File: config.mk
export PLATFORM = sky130hd
export DESIGN_NAME = simon_round_ctrl
export DESIGN_NICKNAME = d
export VERILOG_FILES = /design/src/rtl/simon_round_ctrl.sv
export SDC_FILE = /design/constraint.sdc
export NUM_CORES = 1
export LEC_CHECK = 0
export CAP_MARGIN = 30
export CORE_MARGIN = 5
export CORE_UTILIZATION = 35
export DETAILED_ROUTE_END_ITERATION = 7
export PLACE_DENSITY_LB_ADDON = 0.08
export SLEW_MARGIN = 20
export SYNTH_ARGS = -nofsm -noshare
export SYNTH_HDL_FRONTEND = slang
export SYNTH_SLANG_ARGS = --single-unit
export TNS_END_PERCENT = 1
File: constraint.sdc
create_clock -name clk -period 1.9 [get_ports clk]
set_clock_uncertainty 0.15 [all_clocks]
set_input_delay 0.19 -clock clk [delete_from_list [all_inputs] [get_ports clk]]
set_output_delay 0.19 -clock clk [all_outputs]
set_load 0.05 [all_outputs]
File: src/rtl/simon_round_ctrl.sv
// Sequencing controller for the SIMON cipher core: key load/expansion, data load,
// T encryption rounds and a valid/ready hand-off of the ciphertext.
module simon_round_ctrl #(
   parameter int unsigned N  = 16,
   parameter int unsigned M  = 4,
   parameter int unsigned T  = 32,
   parameter int unsigned Cb = 5
) (
   input  logic          clk,
   input  logic          nR,
   input  logic          newKey,
   input  logic          newData,
   output logic          loadKey,
   output logic          loadData,
   output logic          keyExp,
   output logic          encRound,
   output logic [Cb-1:0] round,
   output logic          keyValid,
   output logic          outValid,
   input  logic          outReady,
   output logic          busy
);

   if ((1 << Cb) < T || M >= T || N == 0) begin : gen_bad_params
      $error("simon_round_ctrl: inconsistent N/M/T/Cb");
   end

   localparam logic [Cb-1:0] RoundLast = Cb'(T - 1);
   localparam logic [Cb-1:0] RoundKey  = Cb'(M);

   typedef enum logic [2:0] {
      StIdle,
      StLoadKey,
      StKeyExp,
      StLoadData,
      StEncrypt,
      StDone
   } state_e;

   state_e        state_q, state_d;
   logic [Cb-1:0] round_q, round_d;
   logic          key_valid_q, key_valid_d;
   logic          load_key_q, load_data_q, key_exp_q, enc_round_q, out_valid_q, busy_q;

   always_comb begin
      state_d     = state_q;
      round_d     = round_q;
      key_valid_d = key_valid_q;
      case (state_q)
         StIdle: begin
            round_d = '0;
            // Key wins over data; data waits until a schedule exists.
            if (newKey) begin
               state_d     = StLoadKey;
               key_valid_d = 1'b0;
            end else if (newData && key_valid_q) begin
               state_d = StLoadData;
            end
         end
         StLoadKey: begin
            key_valid_d = 1'b0;
            round_d     = RoundKey;
            state_d     = StKeyExp;
         end
         StKeyExp: begin
            if (round_q == RoundLast) begin
               round_d     = '0;
               key_valid_d = 1'b1;
               state_d     = StIdle;
            end else begin
               round_d = round_q + Cb'(1);
            end
         end
         StLoadData: begin
            round_d = '0;
            state_d = StEncrypt;
         end
         StEncrypt: begin
            if (round_q == RoundLast) begin
               round_d = '0;
               state_d = StDone;
            end else begin
               round_d = round_q + Cb'(1);
            end
         end
         StDone: begin
            round_d = '0;
            if (outReady) begin
               state_d = StIdle;
            end
         end
         default: begin
            state_d     = StIdle;
            round_d     = '0;
            key_valid_d = 1'b0;
         end
      endcase
   end

   // Output flags are registered from the next state so they track state_q exactly.
   always_ff @(posedge clk or negedge nR) begin
      if (!nR) begin
         state_q     <= StIdle;
         round_q     <= '0;
         key_valid_q <= 1'b0;
         load_key_q  <= 1'b0;
         load_data_q <= 1'b0;
         key_exp_q   <= 1'b0;
         enc_round_q <= 1'b0;
         out_valid_q <= 1'b0;
         busy_q      <= 1'b0;
      end else begin
         state_q     <= state_d;
         round_q     <= round_d;
         key_valid_q <= key_valid_d;
         load_key_q  <= (state_d == StLoadKey);
         load_data_q <= (state_d == StLoadData);
         key_exp_q   <= (state_d == StKeyExp);
         enc_round_q <= (state_d == StEncrypt);
         out_valid_q <= (state_d == StDone);
         busy_q      <= (state_d != StIdle);
      end
   end

   assign loadKey  = load_key_q;
   assign loadData = load_data_q;
   assign keyExp   = key_exp_q;
   assign encRound = enc_round_q;
   assign round    = round_q;
   assign keyValid = key_valid_q;
   assign outValid = out_valid_q;
   assign busy     = busy_q;

endmodule

==> impl_metrics.py <==
metrics = {
    "placement": {
        "numPlacedInstances": 101,
        "place_ws_ns": 0.1440,
        "finalWeightedCongestion": 0.7968,
        "hpwl_um": 925.6,
        "portBuffers": 16,
    },
    "outcome": {
        "status": "complete, no violations",
    },
    "clocking": {
        "cts_inserted_buffers": 3,
        "clk_latency_ns": 0.27,
        "cts_tree": "done",
        "ctsResizeCount": 0,
        "holdBufCountCts": 0,
        "cts_setup_buffers": 0,
        "cts_root_buf": "clkbuf_4",
        "clk_pin_slew_worst_paths_ns": 0.09,
        "cts_buffer_depth": 2,
        "cts_max_level": 1,
        "cts.sinks": 15,
    },
    "power": {
        "leakage_nw": 0.4079,
        "power.total_mw": 1.374,
        "power_density_mw_per_mm2": 1565,
        "peakVddDrop_mv": 0.8059,
    },
    "timing": {
        "final_min_period_over_clock_period": 0.9538,
        "slew_violations": 0,
        "hold_viol": 0,
        "max_freq_mhz": 551.8,
        "setup_slack_ns": 0.08779,
        "worstMarginPinSlew_ns": 0.4964,
        "relSlewSlack": 0.6680,
        "final-setup-viol-count": 0,
        "rsz0062_at_grt": "false",
        "period_needed_ns": 1.812,
        "fin_setup_tns_ns": 0,
    },
    "die": {
        "ios": 17,
        "die-width_um": 54.46,
        "core_area_mm2": 0.001922,
        "fp.dieH_um": 54.46,
        "dieArea_mm2": 0.002966,
        "row_count": 16,
        "start_util": 0.3600,
    },
    "setup_path": {
        "crit_chain": "clkdlybuf4s50_1",
        "cp_max_fo": 4,
        "cp_top_family": "buffers and inverters",
        "critical_path_class": "reg -> out",
        "critical_path.max_stage_delay_ns": 0.81,
        "critPathLaunchType": "register",
        "cp.required_ns": 1.56,
        "critical_path.endpoint_type": "output pin",
        "crit_slowest_cell": "clkdlybuf4s50_1",
        "arrival_ns": 1.47,
        "path_buf_inv": 1,
    },
    "layout": {
        "area_growth_pct": 26.94,
        "nets": 86,
        "final_cell_count_no_fill": 105,
        "fillCellCount": 197,
        "drive_above_1_share": 0.2179,
        "diodes": 0,
    },
    "worst_hold_path": {
        "hold_path.class": "in -> async",
    },
    "route": {
        "drcViolationCount": 0,
        "ant_nets": 0,
        "drt_iter0_drc": 4,
        "drt-total-wl_um": 1222,
        "vias": 472,
        "first_pass_iters": 4,
        "routed_via_density": 4.495,
        "avgRoutedWirePerCell_um": 11.64,
    },
    "grt": {
        "grt_overflow": 0,
        "antenna_found_initial": 0,
        "grt_pass1_vias": 489,
        "grt_pass1_wl_um": 2270,
        "grt.total_usage": 0.1109,
        "grt_max_degree": 13,
    },
    "logic_synthesis": {
        "synth-seq-cells": 15,
        "yosys_warnings": 0,
        "syn_nets": 67,
        "ys_seq_area_frac": 0.5425,
        "synth_edf_count": 0,
        "netlist_instances": 60,
        "ys.flop_type": "dfrtp_1",
        "ys_types": 26,
        "postSynthAreaPerCell_um2": 11.53,
        "syn_area_um2": 691.9,
        "async_flop_share": 1.000,
    },
    "flow_run": {
        "max-cap-violations": 0,
    },
}
==> per-layer routing <==
layer,up-vias,share of wire,track usage
li1,243,-,-
met1,218,0.50,0.1472
met2,9,0.45,0.1574
met3,2,0.047,0.03542
met4,0,0.0082,0.06224
met5,-,0,0
==> power by group <==
group | total (mW) | internal, mW | switching, mW | leakage (nW)
Sequential | 0.550 | 0.418 | 0.132 | 0.195
Clock | 0.177 | 0.0813 | 0.0955 | 0.0150
Combinational | 0.647 | 0.251 | 0.396 | 0.197
==> flip-flops by register name, summed over array words and instances (netlist names) <==
name / flops
loadData: 1
round: 5
busy: 1
state_q: 3
loadKey: 1
encRound: 1
keyValid: 1
keyExp: 1
outValid: 1
==> path summary, 6_finish.rpt <==
| kind | slack, ns | cells past startpoint | end | from |
|---|---|---|---|---|
| setup / recovery | 0.09 | 1 | round[0] | round[0]$_DFF_PN0_ |
| hold / removal | 0.02 | 1 | loadData$_DFF_PN0_ | nR |
| setup reg to reg | 0.13 | 6 | busy$_DFF_PN0_ | round[0]$_DFF_PN0_ |
| hold reg to reg | 0.33 | 1 | round[0]$_DFF_PN0_ | round[0]$_DFF_PN0_ |
| max in group asynchronous | 1.15 | 2 | state_q[0]$_DFF_PN0_ | nR |
| min in group clk | 0.33 | 1 | round[0]$_DFF_PN0_ | round[0]$_DFF_PN0_ |
==> synth_stat cells, types with 2 or more instances <==
cell type / number / share of area
nor2_1: 5 / 0.027
and2_1: 2 / 0.018
xor2_1: 2 / 0.025
ha_1: 2 / 0.036
nand2_1: 9 / 0.049
dfrtp_1: 15 / 0.54
and2b_2: 2 / 0.025
nand3b_1: 2 / 0.022
buf_6: 2 / 0.033
o21ai_0: 2 / 0.014
a21oi_1: 2 / 0.014
==> layout make-up <==
cell class,count,area [um^2],area share
Multi-Input combinational cell,42,280.3,0.3191
Tap cell,27,33.78,0.03846
Sequential cell,15,377.9,0.4302
Timing Repair Buffer,17,160.2,0.1823
Clock buffer,4,26.28,0.02991
==> kinds of logic (layout without fill, tap and decap cells) <==
family	Yosys count	count (layout)	synth area share
AND/OR/NAND/NOR	29	29	0.2387
flip-flops	15	15	0.5425
adder cells (fa/ha/maj)	2	2	0.03616
buffers and inverters	3	21	0.05243
XOR/XNOR	3	3	0.03798
AO/OA/AOI/OAI	7	7	0.07776
multiplexers	1	1	0.01447
==> placed cells by master, fill, tap and decap left out, types with 3 or more instances in the layout <==
cell type,Yosys,final
dfrtp_1,15,13
clkdlybuf4s50_1,0,13
nand2_1,9,9
nor2_1,5,5
buf_4,0,4
clkbuf_4,0,3
==> stage by stage <==
step / hold WS [ns] / util / area, um^2
finish: 0.01706 / 0.4570 / 878.3
global route: 0.01890 / 0.4570 / 878.3
CTS: 0.02413 / 0.4570 / 878.3
detailed placement: 0.3078 / 0.4434 / 852.1
global placement: 0.2969 / 0.4434 / 852.1
floorplan: -0.2556 / - / 694.4
(Power assumes the default switching activity.)
